### src/rtl/data_mem_alt.sv
// data_mem_alt: simple dual-port synchronous RAM with one write port and one
// registered read port. After reset a sequencer sweeps every word to zero
// (busy=1) before the ports are honoured.
// Optional build macro: RDW_BYPASS_EN selects write-first behaviour on a
// same-address read/write collision; when undefined the read returns the old
// contents (read-first).
module data_mem_alt #(
    parameter int DATA_WIDTH = 16,
    parameter int ADDR_WIDTH = 3
) (
    input  logic                  clk,
    input  logic                  reset,
    input  logic                  wr_en,
    input  logic [ADDR_WIDTH-1:0] wr_addr,
    input  logic [DATA_WIDTH-1:0] wr_data,
    input  logic                  rd_en,
    input  logic [ADDR_WIDTH-1:0] rd_addr,
    output logic [DATA_WIDTH-1:0] rd_data,
    output logic                  rd_valid,
    output logic                  busy
);

    localparam int DEPTH = 1 << ADDR_WIDTH;
    localparam logic [ADDR_WIDTH-1:0] LAST_ADDR = ADDR_WIDTH'(DEPTH - 1);
    localparam logic [ADDR_WIDTH-1:0] PTR_ONE   = ADDR_WIDTH'(1);

    typedef enum logic [0:0] {
        ST_CLEAR = 1'b0,
        ST_IDLE  = 1'b1
    } state_t;

    state_t                  state_r;
    state_t                  state_nxt_s;
    logic [ADDR_WIDTH-1:0]   clear_ptr_r;
    logic [ADDR_WIDTH-1:0]   clear_ptr_nxt_s;
    logic [DATA_WIDTH-1:0]   rd_data_r;
    logic [DATA_WIDTH-1:0]   rd_data_nxt_s;
    logic                    rd_valid_r;
    logic                    rd_valid_nxt_s;
    logic                    busy_r;
    logic                    busy_nxt_s;
    logic                    mem_we_s;
    logic [ADDR_WIDTH-1:0]   mem_waddr_s;
    logic [DATA_WIDTH-1:0]   mem_wdata_s;
    logic [DATA_WIDTH-1:0]   mem_r [DEPTH];

    assign rd_data  = rd_data_r;
    assign rd_valid = rd_valid_r;
    assign busy     = busy_r;

    // Next-state, memory write port mux and read-data selection.
    always_comb begin
        state_nxt_s     = state_r;
        clear_ptr_nxt_s = clear_ptr_r;
        rd_data_nxt_s   = rd_data_r;
        rd_valid_nxt_s  = 1'b0;
        busy_nxt_s      = busy_r;
        mem_we_s        = 1'b0;
        mem_waddr_s     = wr_addr;
        mem_wdata_s     = wr_data;
        case (state_r)
            ST_CLEAR: begin
                // User ports are ignored; the sweep owns the write port.
                mem_we_s        = 1'b1;
                mem_waddr_s     = clear_ptr_r;
                mem_wdata_s     = {DATA_WIDTH{1'b0}};
                clear_ptr_nxt_s = clear_ptr_r + PTR_ONE;
                if (clear_ptr_r == LAST_ADDR) begin
                    state_nxt_s = ST_IDLE;
                    busy_nxt_s  = 1'b0;
                end else begin
                    state_nxt_s = ST_CLEAR;
                    busy_nxt_s  = 1'b1;
                end
            end
            ST_IDLE: begin
                busy_nxt_s     = 1'b0;
                mem_we_s       = wr_en;
                rd_valid_nxt_s = rd_en;
                if (rd_en) begin
`ifdef RDW_BYPASS_EN
                    // Write-first: forward the incoming word on a collision.
                    if (wr_en && (wr_addr == rd_addr)) begin
                        rd_data_nxt_s = wr_data;
                    end else begin
                        rd_data_nxt_s = mem_r[rd_addr];
                    end
`else
                    // Read-first: array is sampled before this edge's write lands.
                    rd_data_nxt_s = mem_r[rd_addr];
`endif
                end else begin
                    rd_data_nxt_s = rd_data_r;
                end
            end
            default: begin
                state_nxt_s     = ST_CLEAR;
                clear_ptr_nxt_s = {ADDR_WIDTH{1'b0}};
                busy_nxt_s      = 1'b1;
            end
        endcase
    end

    // Control and output registers with synchronous reset back into the sweep.
    always_ff @(posedge clk) begin
        if (reset) begin
            state_r     <= ST_CLEAR;
            clear_ptr_r <= {ADDR_WIDTH{1'b0}};
            rd_data_r   <= {DATA_WIDTH{1'b0}};
            rd_valid_r  <= 1'b0;
            busy_r      <= 1'b1;
        end else begin
            state_r     <= state_nxt_s;
            clear_ptr_r <= clear_ptr_nxt_s;
            rd_data_r   <= rd_data_nxt_s;
            rd_valid_r  <= rd_valid_nxt_s;
            busy_r      <= busy_nxt_s;
        end
    end

    // Storage array; left untouched during the reset cycle itself.
    always_ff @(posedge clk) begin
        if (!reset && mem_we_s) begin
            mem_r[mem_waddr_s] <= mem_wdata_s;
        end
    end

endmodule

### config.mk
export PLATFORM = sky130hd
export DESIGN_NAME = data_mem_alt
export DESIGN_NICKNAME = d
export VERILOG_FILES = /design/src/rtl/data_mem_alt.sv
export SDC_FILE = /design/constraint.sdc
export NUM_CORES = 1
export LEC_CHECK = 0
export ABC_AREA = 0
export CAP_MARGIN = 15
export CORE_ASPECT_RATIO = 2
export CORE_MARGIN = 5
export CORE_UTILIZATION = 52
export CTS_CLUSTER_SIZE = 12
export DETAILED_ROUTE_END_ITERATION = 8
export GPL_TIMING_DRIVEN = 0
export PLACE_DENSITY = 0.75
export SLEW_MARGIN = 10
export SYNTH_ARGS = -nofsm -noshare
export SYNTH_HDL_FRONTEND = slang
export SYNTH_SLANG_ARGS = --single-unit
### constraint.sdc
create_clock -name clk -period 2 [get_ports clk]
set_input_delay 0.2 -clock clk [delete_from_list [all_inputs] [get_ports clk]]
set_output_delay 0.2 -clock clk [all_outputs]
set_load 0.01 [all_outputs]
==> impl_metrics.py <==
metrics = {
    "timing": {
        "fin_crit_sh": 0.9635,
        "holdWs_ns": 0.4916,
        "hold_violations": 0,
        "max_freq_mhz": 519.0,
        "clock_skew_ns": 0.006361,
        "drv_slew": 0,
        "relSlewSlack": 0.4188,
        "setup_violations": 0,
        "period_minus_slack_ns": 1.927,
        "worst_slew_pin_slew_ns": 0.8718,
    },
    "min_path": {
        "min_from": "rd_addr[0]",
        "hold_class": "input pin to register",
        "min_path_cells": 5,
        "hold-path-endpoint": "rd_data[9]",
    },
    "critical_path": {
        "worst-endpoint-required_ns": 2.12,
        "cp-start-kind": "register",
        "cp.depth": 6,
        "worstSetupEndpointType": "register",
        "path_class": "register to register",
        "rr_worst_depth": 6,
        "r2r_slack_ns": 0.07,
        "crit_path_max_incr_delay_ns": 0.37,
        "arrival_ns": 2.04,
        "crit_chain": "buf_2 -> buf_2 -> nor3b_1 -> a31oi_1 -> nor2_4 -> buf_8",
        "reg2reg_from": "state_r",
        "path_delay_family": "simple AND/OR/NAND/NOR gates",
        "critPathMostFrequentCell": "buf_2",
        "slowest_stage": "nor2_4",
        "worst-path-max-fanout": 10,
        "regToRegEndpoint": "mem_r[4][15]",
        "worst-path-buf-inv": 3,
    },
    "flow_run": {
        "maxCapViolations": 0,
    },
    "placed_design": {
        "portBuffers": 42,
        "gp_congestion": 0.7493,
        "place_hpwl_um": 8919,
        "numPlacedInstances": 570,
        "dpl_cell_area_mm2": 0.006745,
    },
    "logic_synthesis": {
        "yosys_warnings": 0,
        "ys_top_cells_by_area": "edfxtp_1, mux2i_1, dfxtp_1",
        "synth_top_area_frac": 0.6399,
        "syn-cell-area_mm2": 0.006007,
        "yosys_register_bits": 150,
        "synthDistinctLibCells": 31,
        "syn_inst": 378,
        "yosys.area.top_type": "edfxtp_1",
        "syn_nets": 406,
        "postSynthAreaPerCell_um2": 15.89,
        "ys_seq_area_frac": 0.7132,
    },
    "grt": {
        "first_global_vias": 3773,
        "grt_start_max_net_pins": 17,
        "grt_pass1_wl_um": 21010,
        "grt_antenna_before_repair": 0,
        "grt_overflow": 0,
        "track_usage": 0.2083,
    },
    "floorplanning": {
        "ios": 44,
        "coreArea_mm2": 0.01135,
        "die_w_um": 86,
        "start_util": 0.5290,
        "rows": 55,
        "dieArea_mm2": 0.01393,
        "die_y_um": 162,
    },
    "cells_and_area": {
        "fin_cells": 607,
        "final_layout_size_suffix_gt1_frac": 0.1914,
        "final_area_mm2": 0.007425,
        "fin_nets": 480,
        "syn_to_final_growth_pct": 23.60,
        "antenna-diode-count": 0,
    },
    "status": {
        "status": "complete, no violations",
    },
    "routing": {
        "routed_via_density": 5.733,
        "drtIter0Drc": 258,
        "num_vias": 3480,
        "drc": 0,
        "routed_wl_um": 13530,
        "dr.pass1.iters": 5,
        "final_antenna_net_count": 0,
        "wl_per_cell_um": 22.30,
    },
    "power_and_ir_drop": {
        "p_leak_uw": 0.002706,
        "vdd_ir_drop_max_mv": 0.6905,
        "pwr_density_cell_mw_per_mm2": 947.1,
    },
    "clock_network": {
        "cts_sinks": 150,
        "root_buffer": "clkbuf_16",
        "clock_latency_ns": 0.41,
        "cts_tree": "done",
        "clkTransAtPathRegs_ns": 0.06,
        "clockBufferDepth": 2,
        "numCtsBuffers": 17,
        "htree_num_levels": 4,
    },
}
-- metrics by stage --
step	TNS (ns)	total power, uW	util	setup WS [ns]
4_1_cts	-0.03837	7049	0.6486	-0.007107
6_report	0	7032	0.6539	0.07304
3_5_place_dp	-19.83	3943	0.5941	-0.3408
3_3_place_gp	-109.23	3902	0.5817	-0.9271
5_1_grt	-0.005329	7234	0.6539	-0.003317
2_1_floorplan	-0.1670	3760	-	-0.002617
-- Yosys cell counts --
cell      number
o21ai_0        1
buf_6          2
buf_4          3
nand3_1        1
mux2i_1       66
nand3b_1       1
and2_1        18
nand2_1        3
nand2b_1       2
nor2_1        33
ha_1           2
buf_1          1
nor2b_1        2
buf_12         3
a21o_1         1
a31oi_1        2
inv_1          1
edfxtp_1     128
nor3_1         1
inv_2          1
a21oi_1       18
buf_2          9
dfxtp_1       22
buf_8          2
or2_1          1
xor2_1         1
clkbuf_1       3
nor2_2         1
nor3_2        16
nor3b_1        1
a22oi_1       32
-- final cells by class --
type	count	area, um^2
well taps	142	177.7
clock inverters	15	162.7
flip-flops and latches	150	4284
repair buffers	55	590.6
clock buffers	17	425.4
fillers	795	3930
inverters	2	7.507
plain buffers	23	196.4
multi-input cells	203	1580
-- how the worst max path moves through the flow --
stage             from           end  slack (ns)
2_1_floorplan  state_r   mem_r[7][0]      -0.003
5_1_grt        state_r   mem_r[4][5]      -0.003
3_3_place_gp   state_r  mem_r[1][14]       -0.93
6_report       state_r  mem_r[4][15]        0.07
4_1_cts        state_r  mem_r[7][15]      -0.007
3_5_place_dp   state_r   mem_r[4][9]       -0.34
-- tightest hold or removal path, delay by kind of cell --
kind                   cells  cell delay, ns
buffers and inverters      1            0.17
AND/OR/NAND/NOR            1            0.09
AO/OA/AOI/OAI              2            0.28
multiplexers               1            0.10
-- placed cells by master (no fill, tap or decap), types with 7 or more instances in the layout --
cell and n:
mux2i_1 66, and2_1 18, dfxtp_1 22, a21oi_1 18
buf_2 9, nor2_1 25, clkdlybuf4s50_1 42, buf_4 7
a22oi_1 32, clkbuf_16 17, nor3_2 16, edfxtp_1 128
nor2_4 8, buf_8 10
-- state kept, by name (all words and copies together), names as in the netlist --
register and count:
rd_data 16, mem_r 128, rd_valid 1, state_r 1
clear_ptr_r 3, busy 1
-- routing by layer --
layer,part of all wire,vias to the layer above,GRT usage
met1,0.38,1749,0.2429
met5,0,-,0
met3,0.047,29,0.04264
li1,-,1588,-
met2,0.55,114,0.3563
met4,0.027,0,0.1073
-- power by group --
group	internal (uW)	switching (uW)	leakage (uW)
logic	186	245	0.00100
clock network	1940	1190	0.000283
registers	3440	25.3	0.00142
-- logic make-up (layout without fill, tap and decap cells) --
kind of cell / count (synthesis) / in the layout / share of synthesized area
compound gates: 54 / 54 / 0.05915
xor+xnor: 1 / 1 / 0.001458
fa+ha+maj: 2 / 2 / 0.004165
buf+inv: 25 / 112 / 0.03374
flops: 150 / 150 / 0.7132
mux: 66 / 66 / 0.1100
simple gates: 80 / 80 / 0.07832
-- repair_timing --
action,4_1_cts,5_1_grt
setup endpoints to repair,97,62
setup buffers,0,5
resized for setup,7,2
pin swaps,0,4
hold buffers,0,0
Power figures use the tool's default switching activity.
